## src/rtl/seq_shift_add_multiplier_if.sv

```systemverilog
// seq_shift_add_multiplier_if: operand/result handshake bundle for the shift-add multiplier.
interface seq_shift_add_multiplier_if #(parameter int WIDTH = 8);
   logic in_valid, in_ready, signed_mode, out_valid, out_ready, busy;
   logic [WIDTH-1:0] a, b;
   logic [2*WIDTH-1:0] product;
   modport master (output in_valid, a, b, signed_mode, out_ready, input in_ready, out_valid, product, busy);
   modport slave (input in_valid, a, b, signed_mode, out_ready, output in_ready, out_valid, product, busy);
endinterface

```

## src/rtl/seq_shift_add_multiplier.sv

```systemverilog
// seq_shift_add_multiplier: iterative signed/unsigned shift-and-add multiplier, one multiplier bit per clock.
module seq_shift_add_multiplier #(parameter int WIDTH = 8) (
   input logic clk,
   input logic rst_n,
   seq_shift_add_multiplier_if.slave bus
);
   localparam int CW = $clog2(WIDTH);
   typedef enum logic [1:0] {IDLE, CALC, DONE} state_t;
   state_t state, state_nx;
   logic [WIDTH-1:0] mcand, mplier, acc;
   logic [CW-1:0] count;
   logic neg, last;
   logic [WIDTH:0] sum;
   logic [2*WIDTH-1:0] mag;
   assign sum = {1'b0, acc} + (mplier[0] ? {1'b0, mcand} : '0);
   // magnitude as it will look after this step's right shift
   assign mag = {sum, mplier[WIDTH-1:1]};
   assign last = count == CW'(WIDTH - 1);
   always_comb begin
      state_nx = state == IDLE ? (bus.in_valid ? CALC : IDLE) :
                 state == CALC ? (last ? DONE : CALC) :
                 (bus.out_ready ? IDLE : DONE);
      bus.in_ready = state == IDLE;
      bus.out_valid = state == DONE;
      bus.busy = state != IDLE;
   end
   always_ff @(posedge clk or negedge rst_n)
      if (!rst_n) state <= IDLE;
      else state <= state_nx;
   always_ff @(posedge clk or negedge rst_n) begin
      if (!rst_n) begin
         mcand <= '0;
         mplier <= '0;
         acc <= '0;
         count <= '0;
         neg <= 1'b0;
         bus.product <= '0;
      end else if (state == IDLE && bus.in_valid) begin
         mcand <= bus.signed_mode && bus.a[WIDTH-1] ? -bus.a : bus.a;
         mplier <= bus.signed_mode && bus.b[WIDTH-1] ? -bus.b : bus.b;
         neg <= bus.signed_mode & (bus.a[WIDTH-1] ^ bus.b[WIDTH-1]);
         acc <= '0;
         count <= '0;
      end else if (state == CALC) begin
         acc <= sum[WIDTH:1];
         mplier <= {sum[0], mplier[WIDTH-1:1]};
         count <= count + CW'(1);
         if (last) bus.product <= neg ? -mag : mag;
      end
   end
endmodule

```

## src/flat_wrapper.sv

```systemverilog
// flat-port wrapper written by rule: the top's interface ports become plain ports
module seq_shift_add_multiplier_flat 
#(parameter int WIDTH = 8)
  (clk, rst_n, bus_in_valid, bus_a, bus_b, bus_signed_mode, bus_out_ready, bus_in_ready, bus_out_valid, bus_product, bus_busy);
  seq_shift_add_multiplier_if #(.WIDTH(WIDTH)) bus_i ();
  input logic clk;
  input logic rst_n;
  input wire logic [$bits(bus_i.in_valid)-1:0] bus_in_valid;
  input wire logic [$bits(bus_i.a)-1:0] bus_a;
  input wire logic [$bits(bus_i.b)-1:0] bus_b;
  input wire logic [$bits(bus_i.signed_mode)-1:0] bus_signed_mode;
  input wire logic [$bits(bus_i.out_ready)-1:0] bus_out_ready;
  output wire logic [$bits(bus_i.in_ready)-1:0] bus_in_ready;
  output wire logic [$bits(bus_i.out_valid)-1:0] bus_out_valid;
  output wire logic [$bits(bus_i.product)-1:0] bus_product;
  output wire logic [$bits(bus_i.busy)-1:0] bus_busy;
  assign bus_i.in_valid = bus_in_valid;
  assign bus_i.a = bus_a;
  assign bus_i.b = bus_b;
  assign bus_i.signed_mode = bus_signed_mode;
  assign bus_i.out_ready = bus_out_ready;
  assign bus_in_ready = bus_i.in_ready;
  assign bus_out_valid = bus_i.out_valid;
  assign bus_product = bus_i.product;
  assign bus_busy = bus_i.busy;
  seq_shift_add_multiplier #(.WIDTH(WIDTH)) u_core (.clk(clk), .rst_n(rst_n), .bus(bus_i));
endmodule
```

## config.mk

```make
export PLATFORM = sky130hd
export DESIGN_NAME = seq_shift_add_multiplier_flat
export DESIGN_NICKNAME = d
export VERILOG_FILES = /design/src/rtl/seq_shift_add_multiplier_if.sv /design/src/rtl/seq_shift_add_multiplier.sv /design/src/flat_wrapper.sv
export SDC_FILE = /design/constraint.sdc
export NUM_CORES = 1
export LEC_CHECK = 0
export CAP_MARGIN = 20
export CELL_PAD_IN_SITES_DETAIL_PLACEMENT = 0
export CELL_PAD_IN_SITES_GLOBAL_PLACEMENT = 1
export CORE_ASPECT_RATIO = 1.75
export CORE_MARGIN = 1.5
export CORE_UTILIZATION = 44
export DETAILED_ROUTE_END_ITERATION = 10
export PLACE_DENSITY = 0.95
export SYNTH_ARGS = -nofsm -noshare
export SYNTH_HDL_FRONTEND = slang
export SYNTH_SLANG_ARGS = --single-unit
```

## constraint.sdc

```tcl
create_clock -name clk -period 4.4 [get_ports clk]
set_clock_uncertainty 0.05 [all_clocks]
set_input_delay 0.44 -clock clk [delete_from_list [all_inputs] [get_ports clk]]
set_output_delay 0.44 -clock clk [all_outputs]
set_load 0.1 [all_outputs]
```

==> impl_metrics.yaml, run 1 <==
worst_setup_path:
  rr_startpoint: "u_core.mplier[0]"
  cp_slowest_cell: "fa_1"
  arrival_ns: 3.09
  crit_type: "flip-flop to flip-flop"
  critical_path.n_buffers_inverters: 0
  cp.depth: 9
  crit_path_end_kind: "flip-flop"
  path_max_fanout: 9
  crit_chain: "and2_1 -> ha_1 -> fa_1 -> or2_2 -> or4_4 -> a21o_1 -> o41ai_2 -> xnor2_1 -> o21ai_1"
  cp-endpoint: "u_core.bus.product[14]"
  ff2ff_setup_slack_ns: 1.46
  reg2reg_depth: 9
  r2r-end: "u_core.bus.product[14]"
  crit_required_ns: 4.55
  max_stage_delay_ns: 0.49
  path_delay_family: "simple AND/OR/NAND/NOR gates"
  worstSetupStartpointType: "flip-flop"
  critPathLaunch: "u_core.mplier[0]"
floorplanning:
  fp.dieW_um: 63.3
  core-area_mm2: 0.00618
  start_util: 0.453
  dieArea_mm2: 0.00687
  pin_count: 40
  die_h_um: 109
  rows: 38
grt:
  antenna_found_initial: 0
  busiest_layer: "met2"
  met1_usage: 0.219
  grt.total_usage: 0.195
  grt_pass1_vias: 2330
  grt_max_degree: 47
  grt_use_met2: 0.361
  grt_pass1_wl_mm: 10.6
  grtUsageMet3: 0.0281
  grt_overflow: 0
drt:
  wl_per_cell_um: 13.1
  drt_wl_total_mm: 5.88
  vias: 2331
  drtIter0Drc: 119
  drtAntennaViolNets: 0
  via_per_inst: 5.20
  drt-pass1-iter-count: 4
  drc: 0
place:
  portBuffers: 39
  place_inst: 439
  dp_slack_ns: 1.48
  dp_hpwl_mm: 4.50
  gp_congestion: 0.907
  dpl_cell_area_mm2: 0.00325
power_and_ir_drop:
  seqPwrFrac: 0.276
  combPwrFrac: 0.610
  switchingPower_mw: 1.47
  worst_ir_drop_vdd_mv: 0.416
  pwr-share-clk: 0.115
  p_leak_nw: 1.51
  p_sw_frac: 0.529
  powerDensity_mw_per_mm2: 818
  power_mw: 2.78
  p_int_mw: 1.31
yosys:
  ys_seq_area_frac: 0.411
  ys_types: 43
  synth_fp_nets: 366
  syn_area_mm2: 0.00280
  syn_inst: 331
  avgSynthCellArea_um2: 8.46
  synthArstFlopShare: 1.00
  ys_dominant_reg_cell: "dfrtp_1"
  synth-seq-cells: 46
  synth_edf_count: 0
  yosys_warnings: 0
sta:
  hold_slack_ns: 0.0531
  rsz0062_at_grt: "no"
  worst_pin_slew_ns: 0.963
  relSlewSlack: 0.356
  slew_viol_final: 0
  finalCriticalPeriod_ns: 2.94
  min_period_over_period: 0.668
  fmax_ghz: 0.340
  hold_viol_final: 0
  finalSetupViolations: 0
  fin_tns_setup_ns: 0
  setup_ws_ns: 1.46
clocking:
  cts_setup_buffers: 0
  cts_resized: 0
  cts_max_level: 2
  cts_tree: "built"
  cts_hold_repair.buffers: 0
  insertion_delay_ns: 0.32
  root_buffer: "clkbuf_8"
  clockBufferDepth: 2
  numCtsBuffers: 5
  path_clk_slew_ns: 0.08
  cts.sinks: 46
final_layout:
  area_growth_pct: 21.3
  layout.cells.non_filler: 448
  num_antenna_cells: 0
  fin_util: 0.549
  drive_gt1_frac: 0.0543
  finalInstanceArea_mm2: 0.00340
  nets: 402
status:
  status: "complete, no violations"
run:
  max_cap_viol_count: 0
min_path:
  hp-class: "input port to asynchronous set/reset pin"
## layout make-up
cell class,count,area [um2]
multi-input combinational,260,1550
tap,80,100
clock buffer,5,68.8
clock inverter,3,45.0
sequential,46,1150
inverter,11,41.3
timing repair buffer,43,435
fill,605,2790
## how the worst min path moves through the flow
stage                         start                endpoint  slack [ns]  depth (start not counted)
floorplan                     rst_n           u_core.acc[0]        0.09                          0
global route                  rst_n  u_core.bus.product[15]        0.08                          1
finish                        rst_n  u_core.bus.product[15]        0.05                          1
detailed placement  u_core.mcand[0]         u_core.mcand[0]        0.41                          2
CTS                           rst_n   u_core.bus.product[7]        0.27                          1
global placement    u_core.mcand[5]         u_core.mcand[5]        0.41                          2
## power by group through the flow
stage | Sequential, mW | Clock [mW] | Combinational (mW)
detailed placement | 0.776 | 0 | 1.70
floorplan | 1.18 | 0 | 0.893
global placement | 0.762 | 0 | 1.67
global route | 0.796 | 0.344 | 1.87
CTS | 0.767 | 0.327 | 1.71
finish | 0.766 | 0.319 | 1.69
## routing by layer
metal  wire length [um]  share of wire  vias to the layer above
met2               3170           0.54                       49
met4                125          0.021                        0
li1                   -              -                     1218
met3                190          0.032                        6
met1               2390           0.41                     1058
met5                  0              0                        -
## registers in the layout (all words and copies together) (netlist names)
name	cells
u_core.state	2
u_core.bus.product	16
u_core.acc	8
u_core.mcand	8
u_core.neg	1
u_core.mplier	8
u_core.count	3
## cell usage in the layout, fill, tap and decap left out, types with 2 or more instances in the layout
master,n
nand2_1,65
o21ai_1,2
o21ai_0,38
ha_1,13
inv_1,11
a211oi_1,2
o221ai_1,2
clkbuf_8,5
a21oi_1,8
a31oi_1,9
nor2_1,21
or3_1,3
clkdlybuf4s50_1,38
nand3_1,20
mux2i_1,3
nor2b_1,2
clkinvlp_4,2
nor4_1,2
a21o_1,3
xnor2_1,6
dfrtp_1,46
o31ai_1,5
nor3_1,4
and3_1,2
xor2_1,20
and2_1,9
or2_2,2
buf_4,3
nand2b_1,2
## synthesized netlist by cell type (2+ instances only)
master,count,share of area
nor2b_1,2,0.0045
nor2_1,21,0.028
o31ai_1,5,0.013
o21ai_1,2,0.0036
or2_2,2,0.0045
nor4_1,2,0.0045
a31oi_1,9,0.020
and3_1,2,0.0045
nor3_1,4,0.0072
xor2_1,20,0.063
and2_1,9,0.020
or3_1,3,0.0067
clkbuf_1,14,0.019
dfrtp_1,46,0.41
nand3_1,20,0.036
o221ai_1,2,0.0063
a211oi_1,2,0.0054
o21ai_0,38,0.068
ha_1,13,0.058
a21oi_1,8,0.014
nand2_1,65,0.087
xnor2_1,6,0.019
mux2i_1,3,0.011
inv_1,11,0.015
nand2b_1,2,0.0045
a21o_1,3,0.0080
## cell families after synthesis
logic type	after synthesis	synth area share
compound gates	76	0.161
xor+xnor	26	0.0814
fa+ha+maj	14	0.0653
buf+inv	25	0.0335
flops	46	0.411
mux	4	0.0148
simple gates	140	0.232
Power figures use the tool's default switching activity.
==> run 2, diff against run 1 <==
--- a/config.mk
+++ b/config.mk
@@ -10,9 +10,9 @@
 export CELL_PAD_IN_SITES_GLOBAL_PLACEMENT = 1
 export CORE_ASPECT_RATIO = 1.75
 export CORE_MARGIN = 1.5
-export CORE_UTILIZATION = 44
+export CORE_UTILIZATION = 41
 export DETAILED_ROUTE_END_ITERATION = 10
-export PLACE_DENSITY = 0.95
+export PLACE_DENSITY = 0.91
 export SYNTH_ARGS = -nofsm -noshare
 export SYNTH_HDL_FRONTEND = slang
 export SYNTH_SLANG_ARGS = --single-unit
==> constraint.sdc (replaced) <==
create_clock -name clk -period 3 [get_ports clk]
set_clock_uncertainty 0.05 [all_clocks]
set_input_delay 0.3 -clock clk [delete_from_list [all_inputs] [get_ports clk]]
set_output_delay 0.3 -clock clk [all_outputs]
set_load 0.1 [all_outputs]
==> impl_metrics.yaml, run 2 (same netlist as run 1, synthesis figures left out) <==
clocking:
  cts.sinks: 46
  root_buffer: "clkbuf_16"
  cts_max_level: 2
  insertion_delay_ns: 0.29
  numCtsBuffers: 5
  cts_tree: "built"
  clockBufferDepth: 2
  path_clk_slew_ns: 0.06
  cts_resized: 0
final_layout:
  layout.cells.non_filler: 452
  num_antenna_cells: 0
  drive_gt1_frac: 0.108
  nets: 404
  most-common-layout-cells: "nand2_1, dfrtp_1, o21ai_0"
  area_growth_pct: 21.4
  largest_reg_flops: 16
  max_flop_register: "u_core.bus.product"
  final_common_cell: "nand2_1"
worst_setup_path:
  cp_slowest_cell: "fa_1"
  path_max_fanout: 3
  crit_required_ns: 3.11
  crit_chain: "and2_1 -> ha_1 -> fa_1 -> or2_2 -> or4_4 -> a21o_1 -> o41ai_2 -> xnor2_1 -> o21ai_1"
  critical_path.n_buffers_inverters: 0
  crit_path_end_kind: "flip-flop"
  worstSetupStartpointType: "flip-flop"
  path_delay_family: "simple AND/OR/NAND/NOR gates"
  max_stage_delay_ns: 0.49
  arrival_ns: 2.94
  crit_type: "flip-flop to flip-flop"
floorplanning:
  dieArea_mm2: 0.00735
  core-area_mm2: 0.00659
  start_util: 0.425
  pin_count: 40
  fp.dieW_um: 65.5
  rows: 39
  die_h_um: 112
sta:
  fin_tns_setup_ns: 0
  min_period_over_period: 0.944
  hold_viol_final: 0
  slew_viol_final: 0
  finalCriticalPeriod_ns: 2.83
  finalSetupViolations: 0
  worst_pin_slew_ns: 0.846
  rsz0062_at_grt: "no"
  fmax_ghz: 0.353
  relSlewSlack: 0.435
place:
  portBuffers: 39
  place_inst: 442
  dp_hpwl_mm: 4.60
  gp_congestion: 0.860
drt:
  via_per_inst: 5.27
  drc: 0
  drt-pass1-iter-count: 4
  drtAntennaViolNets: 0
  drtIter0Drc: 56
  vias: 2382
  drt_wl_total_mm: 5.96
  wl_per_cell_um: 13.2
grt:
  grt.total_usage: 0.183
  grt_pass1_wl_mm: 10.5
  grt_overflow: 0
  grt_pass1_vias: 2385
  antenna_found_initial: 0
  grt_max_degree: 47
status:
  status: "complete, no violations"
run:
  max_cap_viol_count: 0
min_path:
  hp-class: "flip-flop to flip-flop"
[run 2: cell types whose count changed in the layout (fill, tap and decap cells not counted), moves of 2 or more]
cell,change
buf_4,+20
clkdlybuf4s50_1,-19
clkbuf_16,+5
clkbuf_8,-4
clkinvlp_4,-2
[run 2: timing repair]
action,in CTS,in global routing
endpoints found under the setup margin,0,1
hold buffers,0,1
hold endpoints to repair,0,19
setup buffers,0,0
[run 2: metal layers]
layer  global-route usage  vias up  share of wire
li1                     -     1219              -
met3               0.0381       13          0.032
met1                0.190     1097           0.40
met5                    0        -              0
met4               0.0958        0          0.030
met2                0.333       53           0.53
[run 2: final timing paths]
kind	from	endpoint	slack [ns]	depth (start not counted)
worst min-delay path	u_core.mcand[2]	u_core.mcand[2]	0.43	2
worst max-delay path	u_core.mcand[0]	u_core.bus.product[14]	0.17	9
min in group asynchronous	rst_n	u_core.bus.product[15]	0.46	2
worst min register to register	u_core.mcand[2]	u_core.mcand[2]	0.43	2
worst max register to register	u_core.mcand[0]	u_core.bus.product[14]	0.17	9
max in group asynchronous	rst_n	u_core.bus.product[2]	1.94	3
[run 2: cell type report]
class / count / area (um2)
clock buffer: 7 / 143
multi-input combinational: 260 / 1560
timing repair buffer: 45 / 398
clock inverter: 1 / 5.00
fill: 673 / 3190
inverter: 11 / 41.3
sequential: 46 / 1150
tap: 82 / 103
[run 2: per-stage QoR]
step / instance area [um2] / hold WS (ns) / utilization / setup WS (ns)
after floorplan: 2800 / -0.0456 / - / 0.201
after CTS: 3370 / 0.177 / 0.511 / 0.101
after global routing: 3400 / 0.452 / 0.516 / 0.0375
after detailed placement: 3220 / 0.417 / 0.489 / 0.126
after global placement: 3220 / 0.403 / 0.489 / 0.191
final: 3400 / 0.427 / 0.516 / 0.168
[run 2: worst min-delay path: stages, from the launching register on]
cell and delay [ns]:
dfrtp_1 0.34, nand2_1 0.04, o21ai_0 0.06
Power of run 2 is not shown: default switching activity piles up to over one toggle a cycle in this logic, so the estimate is an artifact.
==> run 3, diff against run 2 <==
--- a/config.mk
+++ b/config.mk
@@ -12,7 +12,9 @@
 export CORE_MARGIN = 1.5
 export CORE_UTILIZATION = 41
 export DETAILED_ROUTE_END_ITERATION = 10
+export HOLD_SLACK_MARGIN = 0.05
 export PLACE_DENSITY = 0.91
+export RECOVER_POWER = 50
 export SYNTH_ARGS = -nofsm -noshare
 export SYNTH_HDL_FRONTEND = slang
 export SYNTH_SLANG_ARGS = --single-unit
==> impl_metrics.yaml, run 3 (same netlist as run 1, synthesis figures left out) <==
sta:
  finalCriticalPeriod_ns: 2.83
  setup_ws_ns: 0.168
  fin_tns_setup_ns: 0
  rsz0062_at_grt: "no"
  fmax_ghz: 0.353
  relSlewSlack: 0.213
  min_period_over_period: 0.944
  hold_viol_final: 0
  slew_viol_final: 0
  finalSetupViolations: 0
  worst_pin_slew_ns: 1.19
worst_setup_path:
  crit_type: "flip-flop to flip-flop"
  arrival_ns: 2.94
  crit_path_end_kind: "flip-flop"
  crit_required_ns: 3.11
  reg2reg_depth: 9
  worstSetupStartpointType: "flip-flop"
  path_max_fanout: 3
place:
  dp_hpwl_mm: 4.60
  gp_congestion: 0.860
  portBuffers: 39
  dp_slack_ns: 0.126
final_layout:
  largest_reg_flops: 16
  most-common-layout-cells: "nand2_1, dfrtp_1, o21ai_0"
  multi_input_area_mm2: 0.00156
  fin_util: 0.509
  nets: 404
  drive_gt1_frac: 0.0784
  final_common_cell: "nand2_1"
  seq_area_mm2: 0.00115
  fillers: 678
  num_antenna_cells: 0
  area_growth_pct: 19.8
  max_flop_register: "u_core.bus.product"
min_path:
  hp-class: "flip-flop to flip-flop"
  worstHoldPathCells: 2
floorplanning:
  pin_count: 40
  start_util: 0.425
  dieArea_mm2: 0.00735
  rows: 39
  die_h_um: 112
  fp.dieW_um: 65.5
  core-area_mm2: 0.00659
grt:
  antenna_found_initial: 0
  grt_pass1_wl_mm: 10.5
  grt_max_degree: 47
  grt.total_usage: 0.183
  grt_pass1_vias: 2385
  grt_overflow: 0
clocking:
  numCtsBuffers: 5
  insertion_delay_ns: 0.29
  clockBufferDepth: 2
  path_clk_slew_ns: 0.06
  cts_tree: "built"
  root_buffer: "clkbuf_16"
  cts.sinks: 46
  cts_resized: 0
  cts_max_level: 2
run:
  max_cap_viol_count: 0
status:
  status: "complete, no violations"
drt:
  via_per_inst: 5.28
  drt_wl_total_mm: 5.97
  drtIter0Drc: 45
  vias: 2385
  drtAntennaViolNets: 0
  drt-pass1-iter-count: 4
  drc: 0
  wl_per_cell_um: 13.2
## run 3: cell count changes in the layout (fill, tap and decap cells not counted), sizes merged
cell	previous run	this run
clkbuf	7	17
buf	25	14
dlymetal6s2s	0	1
## run 3: cell type report
cell class | instances | area share
Clock buffer | 7 | 0.0425
Clock inverter | 1 | 0.00149
Tap cell | 82 | 0.0306
Multi-Input combinational cell | 260 | 0.464
Timing Repair Buffer | 45 | 0.106
Inverter | 11 | 0.0123
Sequential cell | 46 | 0.343
## run 3: worst max-delay path, stage by stage, from the launching register on
cell and delay (ns):
dfrtp_1 0.37, and2_1 0.16, ha_1 0.21, fa_1 0.49, or2_2 0.32, or4_4 0.42
a21o_1 0.19, o41ai_2 0.25, xnor2_1 0.16, o21ai_1 0.07
## run 3: path summary, 6_finish.rpt
path,start,endpoint,slack (ns)
min in group asynchronous,rst_n,u_core.bus.product[15],0.68
worst max-delay path,u_core.mcand[0],u_core.bus.product[14],0.17
worst min register to register,u_core.bus.product[4],u_core.bus.product[4],0.42
max in group asynchronous,rst_n,u_core.bus.product[2],0.55
worst min-delay path,u_core.bus.product[4],u_core.bus.product[4],0.42
worst max register to register,u_core.mcand[0],u_core.bus.product[14],0.17
## run 3: what timing repair did
| item | in CTS | in global routing |
|---|---|---|
| hold buffers | 0 | 1 |
| endpoints found under the hold margin | 0 | 19 |
| setup buffers | 0 | 0 |
| setup endpoints to repair | 0 | 1 |
## run 3: metal layers
metal,wire length [um],track usage,vias to the layer above
met2,3170,0.333,54
met1,2420,0.190,1099
met4,181,0.0958,0
li1,-,-,1219
met3,207,0.0381,13
met5,0,0,-
## run 3: stage by stage
stage / hold slack (ns) / cells / area (um2)
CTS: 0.177 / 450 / 3370
finish: 0.424 / 452 / 3350
floorplan: -0.0456 / 331 / 2800
global placement: 0.403 / 442 / 3220
global route: 0.450 / 452 / 3350
detailed placement: 0.417 / 442 / 3220
Power of run 3 is left out for the same reason.
